--- config.mk ---
export PLATFORM = sky130hd
export DESIGN_NAME = instr_sequencer
export DESIGN_NICKNAME = d
export VERILOG_FILES = /design/src/rtl/seq_pkg.sv /design/src/rtl/seq_alu.sv /design/src/rtl/instr_sequencer.sv
export SDC_FILE = /design/constraint.sdc
export NUM_CORES = 1
export LEC_CHECK = 0
export CAP_MARGIN = 0
export CORE_MARGIN = 3
export CORE_UTILIZATION = 53
export DETAILED_ROUTE_END_ITERATION = 8
export PLACE_DENSITY = 0.83
export SETUP_SLACK_MARGIN = 0.1
export SLEW_MARGIN = 20
export SYNTH_ARGS = -nofsm -noshare
export SYNTH_HDL_FRONTEND = slang
export SYNTH_SLANG_ARGS = --single-unit
export TNS_END_PERCENT = 100
--- constraint.sdc ---
create_clock -name clk -period 3.2 [get_ports clk]
set_input_delay 0.96 -clock clk [delete_from_list [all_inputs] [get_ports clk]]
set_output_delay 0.96 -clock clk [all_outputs]
set_load 0.01 [all_outputs]
--- src/rtl/seq_pkg.sv ---
// Shared types and field positions for the instruction sequencer.
package seq_pkg;

    localparam int DATA_W  = 8;
    localparam int SEL_W   = 3;
    localparam int INSTR_W = 16;
    localparam int OP_W    = 4;

    localparam int OP_LSB  = 12;
    localparam int RD_LSB  = 9;
    localparam int RS1_LSB = 6;
    localparam int RS2_LSB = 3;
    localparam int IMM_LSB = 0;

    typedef enum logic [OP_W-1:0] {
        OP_NOP = 4'd0,
        OP_LDI = 4'd1,
        OP_MOV = 4'd2,
        OP_ADD = 4'd3,
        OP_SUB = 4'd4,
        OP_AND = 4'd5,
        OP_OR  = 4'd6,
        OP_XOR = 4'd7
    } opcode_e;

    typedef enum logic [2:0] {
        S_IDLE,
        S_READ_A,
        S_READ_B,
        S_EXEC,
        S_WRITE
    } state_e;

endpackage

--- src/rtl/seq_alu.sv ---
// Combinational 8-bit ALU; res[8] is the ADD carry / SUB borrow, zero otherwise.
module seq_alu
    import seq_pkg::*;
(
    input  opcode_e           op,
    input  logic [DATA_W-1:0] op_a,
    input  logic [DATA_W-1:0] op_b,
    output logic [DATA_W:0]   res
);

    always_comb begin
        res = '0;
        case (op)
            OP_MOV:  res = {1'b0, op_a};
            OP_ADD:  res = {1'b0, op_a} + {1'b0, op_b};
            // 9-bit difference: bit 8 ends up set exactly when op_a < op_b
            OP_SUB:  res = {1'b0, op_a} - {1'b0, op_b};
            OP_AND:  res = {1'b0, op_a & op_b};
            OP_OR:   res = {1'b0, op_a | op_b};
            OP_XOR:  res = {1'b0, op_a ^ op_b};
            default: res = '0;
        endcase
    end

endmodule

--- src/rtl/instr_sequencer.sv ---
// Multi-cycle sequencer driving an 8x8 register file: read operands, execute, write back.
// Define SEQ_FLAGS_EN to build the registered zero/carry flags; otherwise they are tied low.
module instr_sequencer
    import seq_pkg::*;
(
    input  logic               clk,
    input  logic               rst_n,
    input  logic [INSTR_W-1:0] instr,
    input  logic               instr_valid,
    output logic               instr_ready,
    input  logic [DATA_W-1:0]  d_out,
    output logic [SEL_W-1:0]   s_out,
    output logic               out_en,
    output logic [SEL_W-1:0]   s_in,
    output logic [DATA_W-1:0]  d_in,
    output logic               write_en,
    output logic               done,
    output logic               illegal,
    output logic               flag_z,
    output logic               flag_c
);

    state_e              state_q, state_d;
    opcode_e             op_q, op_d;
    logic [SEL_W-1:0]    rd_q, rd_d;
    logic [SEL_W-1:0]    rs2_q, rs2_d;
    logic [DATA_W-1:0]   opa_q, opa_d;
    logic [SEL_W-1:0]    s_out_q, s_out_d;
    logic [SEL_W-1:0]    s_in_q, s_in_d;
    logic [DATA_W-1:0]   d_in_q, d_in_d;
    logic                ready_q, ready_d;
    logic                out_en_q, out_en_d;
    logic                write_en_q, write_en_d;
    logic                done_q, done_d;
    logic                illegal_q, illegal_d;

    logic [OP_W-1:0]     in_op;
    logic [DATA_W:0]     alu_res;

    assign in_op = instr[OP_LSB +: OP_W];

    // opB is never stored: in EXEC the second operand is still on d_out.
    seq_alu u_alu (
        .op   (op_q),
        .op_a (opa_q),
        .op_b (d_out),
        .res  (alu_res)
    );

    always_comb begin
        state_d   = state_q;
        op_d      = op_q;
        rd_d      = rd_q;
        rs2_d     = rs2_q;
        opa_d     = opa_q;
        s_out_d   = s_out_q;
        s_in_d    = s_in_q;
        d_in_d    = d_in_q;
        illegal_d = 1'b0;

        case (state_q)
            S_IDLE: begin
                if (instr_valid) begin
                    op_d  = opcode_e'(in_op);
                    rd_d  = instr[RD_LSB +: SEL_W];
                    rs2_d = instr[RS2_LSB +: SEL_W];
                    if (in_op[OP_W-1]) begin
                        illegal_d = 1'b1;
                    end else if (in_op == OP_LDI) begin
                        state_d = S_WRITE;
                        s_in_d  = instr[RD_LSB +: SEL_W];
                        d_in_d  = instr[IMM_LSB +: DATA_W];
                    end else if (in_op != OP_NOP) begin
                        state_d = S_READ_A;
                        s_out_d = instr[RS1_LSB +: SEL_W];
                    end
                end
            end
            S_READ_A: begin
                state_d = S_READ_B;
                s_out_d = rs2_q;
            end
            S_READ_B: begin
                state_d = S_EXEC;
                opa_d   = d_out;
            end
            S_EXEC: begin
                state_d = S_WRITE;
                s_in_d  = rd_q;
                d_in_d  = alu_res[DATA_W-1:0];
            end
            S_WRITE: begin
                state_d = S_IDLE;
            end
            default: begin
                state_d = S_IDLE;
            end
        endcase

        // Strobes are registered from the next state so they line up with it.
        ready_d    = (state_d == S_IDLE);
        out_en_d   = (state_d == S_READ_A) || (state_d == S_READ_B);
        write_en_d = (state_d == S_WRITE);
        done_d     = (state_d == S_WRITE);
    end

    always_ff @(posedge clk) begin
        if (!rst_n) begin
            state_q    <= S_IDLE;
            op_q       <= OP_NOP;
            rd_q       <= '0;
            rs2_q      <= '0;
            opa_q      <= '0;
            s_out_q    <= '0;
            s_in_q     <= '0;
            d_in_q     <= '0;
            ready_q    <= 1'b1;
            out_en_q   <= 1'b0;
            write_en_q <= 1'b0;
            done_q     <= 1'b0;
            illegal_q  <= 1'b0;
        end else begin
            state_q    <= state_d;
            op_q       <= op_d;
            rd_q       <= rd_d;
            rs2_q      <= rs2_d;
            opa_q      <= opa_d;
            s_out_q    <= s_out_d;
            s_in_q     <= s_in_d;
            d_in_q     <= d_in_d;
            ready_q    <= ready_d;
            out_en_q   <= out_en_d;
            write_en_q <= write_en_d;
            done_q     <= done_d;
            illegal_q  <= illegal_d;
        end
    end

    assign instr_ready = ready_q;
    assign s_out       = s_out_q;
    assign out_en      = out_en_q;
    assign s_in        = s_in_q;
    assign d_in        = d_in_q;
    assign write_en    = write_en_q;
    assign done        = done_q;
    assign illegal     = illegal_q;

`ifdef SEQ_FLAGS_EN
    logic flag_z_q, flag_z_d;
    logic flag_c_q, flag_c_d;

    // Only ALU/MOV instructions pass through EXEC, so LDI/NOP/illegal leave flags alone.
    always_comb begin
        flag_z_d = flag_z_q;
        flag_c_d = flag_c_q;
        if (state_q == S_EXEC) begin
            flag_z_d = (alu_res[DATA_W-1:0] == '0);
            flag_c_d = alu_res[DATA_W];
        end
    end

    always_ff @(posedge clk) begin
        if (!rst_n) begin
            flag_z_q <= 1'b0;
            flag_c_q <= 1'b0;
        end else begin
            flag_z_q <= flag_z_d;
            flag_c_q <= flag_c_d;
        end
    end

    assign flag_z = flag_z_q;
    assign flag_c = flag_c_q;
`else
    logic unused_carry;
    assign unused_carry = alu_res[DATA_W];
    assign flag_z       = 1'b0;
    assign flag_c       = 1'b0;
`endif

endmodule
Yosys cells after proc, flatten, opt, wreduce, memory -nomap -nowiden. Cells that the tools add are included.

Bitwise operators: 3. Equal/unequal tests: 18. Mux-type cells: 20. Reduce and logical (&&, ||, !) cells: 10. Add/sub/neg operators: 2.

Operators by type and width (number): $pmux W8 S6 (1); $mux W3 (11); $mux W8 (3); $eq A4 B3 Y1 const B (4); $pmux W8 S2 (1); $pmux W3 S2 (2); $pmux W3 S4 (1); $ne A2 B2 Y1 const B (5); $eq A3 B2 Y1 const B (3); $add A8 B8 Y8 (1); $and A8 B8 Y8 (1); $eq A4 B2 Y1 const B (2); $or A8 B8 Y8 (1); $sub A8 B8 Y8 (1); $xor A8 B8 Y8 (1); $eq A3 B1 Y1 const B (2); $logic_not A3 Y1 (2); $reduce_and A5 Y1 (1); $eq A4 B1 Y1 const B (1); $reduce_and A4 Y1 (1); $reduce_bool A2 Y1 (2); $reduce_bool A4 Y1 (1); $eq A3 B3 Y1 const B (1); $reduce_and A3 Y1 (1); other kinds (3) (3).

Word-level logic and storage cells: 65. Input bits: 27. Register bits after elaboration: 39. Output and inout port bits: 21.

Depth between registers and ports, before layout.
Word-level depth: 8. Gate-level depth with buffers: 12. Gate-level depth less buffers: 12.

By module. A second synthesis with hierarchy kept.

Cells, all modules: 319. Area, all modules: 2763.9 µm².

Modules (own cells, without submodules): instr_sequencer (cells each 167, area an instance 1664.1 µm², instances 1, seq. area each 780.7 µm²); seq_alu (cells each 152, area an instance 1099.8 µm², instances 1, seq. area each 0.0 µm²).

Worst setup path before layout. OpenSTA, ideal clock, no wires.

Kind: input to register. Start point: input port d_out[1]. End point: register d_in_q[6] (netlist: d_in[6]). Data arrival time: 2793 ps. Slack: 286 ps. Stages: 10. Cell sequence: or3_1 -> nand2b_1 -> xnor2_1 -> ha_1 -> o21a_1 -> o31a_1 -> o21a_1 -> or3_1 -> a31oi_1 -> o21ai_1.

Cells in the longest elaborated chain, start to end: 3. Elaborated cells on any way between the ends: 4. Those cells by class: add/sub (2); mux (2).

Ends and longest elaborated chain: start: declaration (RTL line instr_sequencer.sv:11) `input logic [DATA_W-1:0] d_out,`; $sub A8 B8 Y8 / $add A8 B8 Y8 (equally long branches) (RTL line seq_alu.sv:17, seq_alu.sv:15); $pmux W8 S6 (*) (RTL line seq_alu.sv:13) `case (op)`; $pmux W8 S2 (*) (RTL line instr_sequencer.sv:61) `case (state_q)`; end signal: assignment (RTL line instr_sequencer.sv:130) `d_in_q <= d_in_d;`; end: declaration (RTL line instr_sequencer.sv:30) `logic [DATA_W-1:0] d_in_q, d_in_d;`.

Every way passes the cells marked *; elsewhere a longest branch is shown, timed or not. A chain may end at the register's enable or synchronous reset.

Worst setup path in the final report.
Start point: input port d_out[0]. End point: register d_in_q[6] (netlist: d_in[6]).

Same word-level chain as after synthesis.

==> results.cfg <==
[power_and_ir_drop]
power_switching_mw = 0.389
clockPowerShare_pct = 35.3
netSwitchingFraction_pct = 27.7
comb_power_share_pct = 26.1
pwr-share-seq_pct = 38.6
p_leak_nw = 1.48
cellPowerDensity_mw_per_mm2 = 408
max-vdd-ir-drop_v = 0.000188
p_int_mw = 1.01

[clocking]
cts_inserted_buffers = 5
cts_setup_buffers = 0
insertion_delay_ns = 0.30
cts_root_buf = clkbuf_8
cts.clk_slew.worst_paths_ns = 0.08
cts_tree = done
ctsLongestPathBuffers = 2
htree_levels = 2
cts.sinks = 39
postCtsHoldBufs = 0

[critical_path]
crit_arrival_ns = 3.16
path_max_fanout = 3
required_ns = 3.39
ff2ff_setup_slack_ns = 0.51
cp-end-kind = flip-flop
path_class = input pin to flip-flop
worstSetupStartpointType = input pin

[run_status]
status = complete, no violations

[logic_synthesis]
ys_async_sr_fraction_pct = 0
synth-edff-count = 0
syn_area_per_cell_um2 = 8.05
yosys_warnings = 0
ys_seq_area_share_pct = 29.2
ys_types = 54
ys.flop_type = dfxtp_1
syn_area_mm2 = 0.00267
synthCells = 332
synth_seq_cells = 39

[grt]
grt_pass1_vias = 2387
antenna_found_initial = 0
grt_pass1_wl_um = 11000
grt_max_degree = 33
grt_use_total_pct = 22.8
grt-ovfl-total = 0

[die]
dieWidth_um = 77.0
rows = 25
initial_core_util_pct = 55.8
die-height_um = 77.0
io_pins = 48
die_area_mm2 = 0.00593
core_area_mm2 = 0.00479

[timing]
fin_skew_ns = 0.00872
max_slew_margin_pct = 31.6
setup_tns_ns = 0
rsz0062_at_grt = no
setup_viol = 0
fin_crit_sh_pct = 92.7
fmax_ghz = 0.337
period_needed_ns = 2.97
slew_viol_final = 0
hold_viol = 0
tightest_slew_ns = 1.02

[finish]
seq_area_um2 = 781
diodes = 0
layout.cells.non_filler = 459
fill_cells = 385
drive_gt1_share_pct = 11.2
syn_to_final_growth_pct = 28.9
nets = 443
multi_input_area_mm2 = 0.00173

[detailed_routing]
ant_nets = 0
wl_um = 6530
avgViaCountPerCell = 5.48
avgRoutedWirePerCell_um = 14.2
drt_iter0_drc = 113
first_pass_iters = 4
num_vias = 2517
drc = 0

[placed_design]
finalWeightedCongestion = 0.888
dp_hpwl_um = 4880
io_buffers = 45
dp.cells = 451

[worst_hold_path]
hold_class = flip-flop to flip-flop

[flow_run]
drv_cap = 0
layer usage:
layer	GRT usage (%)	vias up	routed length, µm
li1	-	1277	-
met1	28.9	1158	2920
met2	38.2	73	3150
met3	4.23	9	375
met4	8.90	0	90
met5	0	-	0
cells in the final DEF (no fill, tap or decap), drive strengths merged, types with 4 or more instances in the layout:
| cell | instances |
|---|---|
| clkdlybuf4s50 | 42 |
| nand2 | 39 |
| dfxtp | 39 |
| nor2 | 32 |
| buf | 27 |
| ha | 24 |
| a21oi | 19 |
| inv | 17 |
| o21ai | 13 |
| nor2b | 11 |
| nand3 | 10 |
| xnor2 | 10 |
| a21boi | 10 |
| nand3b | 9 |
| a31oi | 8 |
| nor3 | 7 |
| o211a | 6 |
| clkbuf | 6 |
| mux2i | 5 |
| and3 | 4 |
| o21a | 4 |
| a22oi | 4 |
| nor3b | 4 |
power groups by stage:
stage	registers, mW	logic (mW)	clock network, mW
2_1_floorplan	0.551	0.223	0
3_3_place_gp	0.551	0.356	0
3_5_place_dp	0.553	0.362	0
4_1_cts	0.542	0.365	0.506
5_1_grt	0.547	0.405	0.528
6_report	0.542	0.366	0.496
worst paths after layout:
path	from	end	cells after the start
setup reg to reg	op_q[2]$_SDFFE_PN0P_	d_in[4]$_SDFFE_PN0P_	9
hold reg to reg	rd_q[0]$_SDFFE_PN0P_	rd_q[0]$_SDFFE_PN0P_	2
setup / recovery	d_out[0]	d_in[6]$_SDFFE_PN0P_	13
hold / removal	rd_q[0]$_SDFFE_PN0P_	rd_q[0]$_SDFFE_PN0P_	2
metrics by stage:
step	cell area, µm²	hold WS, ns	utilization, %	setup slack [ns]	power [mW]
CTS	3430	0.457	71.7	0.129	1.41
finish	3440	0.457	72.0	0.232	1.40
global placement	3300	0.440	69.0	-0.247	0.907
detailed placement	3300	0.447	69.0	-0.321	0.915
global route	3440	0.485	72.0	0.105	1.48
floorplan	2680	0.434	-	0.286	0.774
kinds of logic (layout without fill, tap and decap cells):
family	count (synthesis)	count (layout)	share of synthesized area, %
flops	39	39	29.2
xor+xnor	12	12	4.21
compound gates	83	83	21.1
fa+ha+maj	25	25	12.0
simple gates	128	128	24.6
buf+inv	38	97	6.51
mux	6	6	2.29
other cells	1	2	0.140
cell usage after synthesis (2+ instances only):
| master | count | area, µm² |
|---|---|---|
| nor3_2 | 2 | 20.0 |
| mux2i_1 | 5 | 50.1 |
| and2_1 | 3 | 18.8 |
| o21a_1 | 4 | 30.0 |
| and3_1 | 4 | 25.0 |
| inv_1 | 16 | 60.1 |
| a21boi_0 | 2 | 15.0 |
| nand2_1 | 39 | 146 |
| nor2_1 | 32 | 120 |
| a22oi_1 | 4 | 30.0 |
| or3_1 | 3 | 18.8 |
| dfxtp_1 | 39 | 781 |
| nand2b_1 | 3 | 18.8 |
| a21boi_1 | 8 | 60.1 |
| a2111oi_0 | 2 | 17.5 |
| nor3b_1 | 2 | 15.0 |
| o2111ai_1 | 2 | 17.5 |
| xnor2_1 | 9 | 78.8 |
| xor2_1 | 2 | 17.5 |
| o21ai_0 | 6 | 30.0 |
| nor2b_1 | 10 | 62.6 |
| buf_2 | 10 | 50.1 |
| o21ai_1 | 7 | 35.0 |
| nand3_1 | 10 | 50.1 |
| a22o_1 | 3 | 26.3 |
| buf_4 | 5 | 37.5 |
| o22ai_1 | 3 | 18.8 |
| a31oi_1 | 8 | 50.1 |
| clkbuf_1 | 6 | 22.5 |
| a21oi_1 | 18 | 90.1 |
| ha_1 | 24 | 300 |
| a32oi_1 | 2 | 17.5 |
| nor3_1 | 5 | 25.0 |
| o211a_1 | 6 | 60.1 |
| nand3b_1 | 9 | 67.6 |
registers in the layout, summed over array words and instances, names as in the netlist:
register and count:
done 1, instr_ready 1, s_out 3, d_in 8, s_in 3, rd_q 3, state_q 3, rs2_q 3
op_q 4, illegal 1, out_en 1, opa_q 8
worst max-delay path: stages:
cell	delay [ns]
dlygate4sd2_1	0.24
inv_1	0.07
ha_1	0.21
and3_1	0.20
nor2_1	0.12
xnor2_1	0.14
ha_1	0.26
o21a_1	0.11
o31a_1	0.12
o21a_1	0.18
or3_1	0.30
a31oi_1	0.18
o21ai_1	0.08
timing repair:
| action | in CTS | in global routing |
|---|---|---|
| setup endpoints to repair | 4 | 3 |
| resized for setup | 2 | 3 |
| pin swaps | 4 | 5 |
final cells by class:
cell class                      count  share of cell area, %
Multi-Input combinational cell    256                   50.1
Inverter                           17                   1.85
Tap cell                           67                   2.43
Clock buffer                        6                   2.11
Timing Repair Buffer               72                   19.1
Clock inverter                      2                   1.74
Sequential cell                    39                   22.7
(Power assumes the default switching activity.)
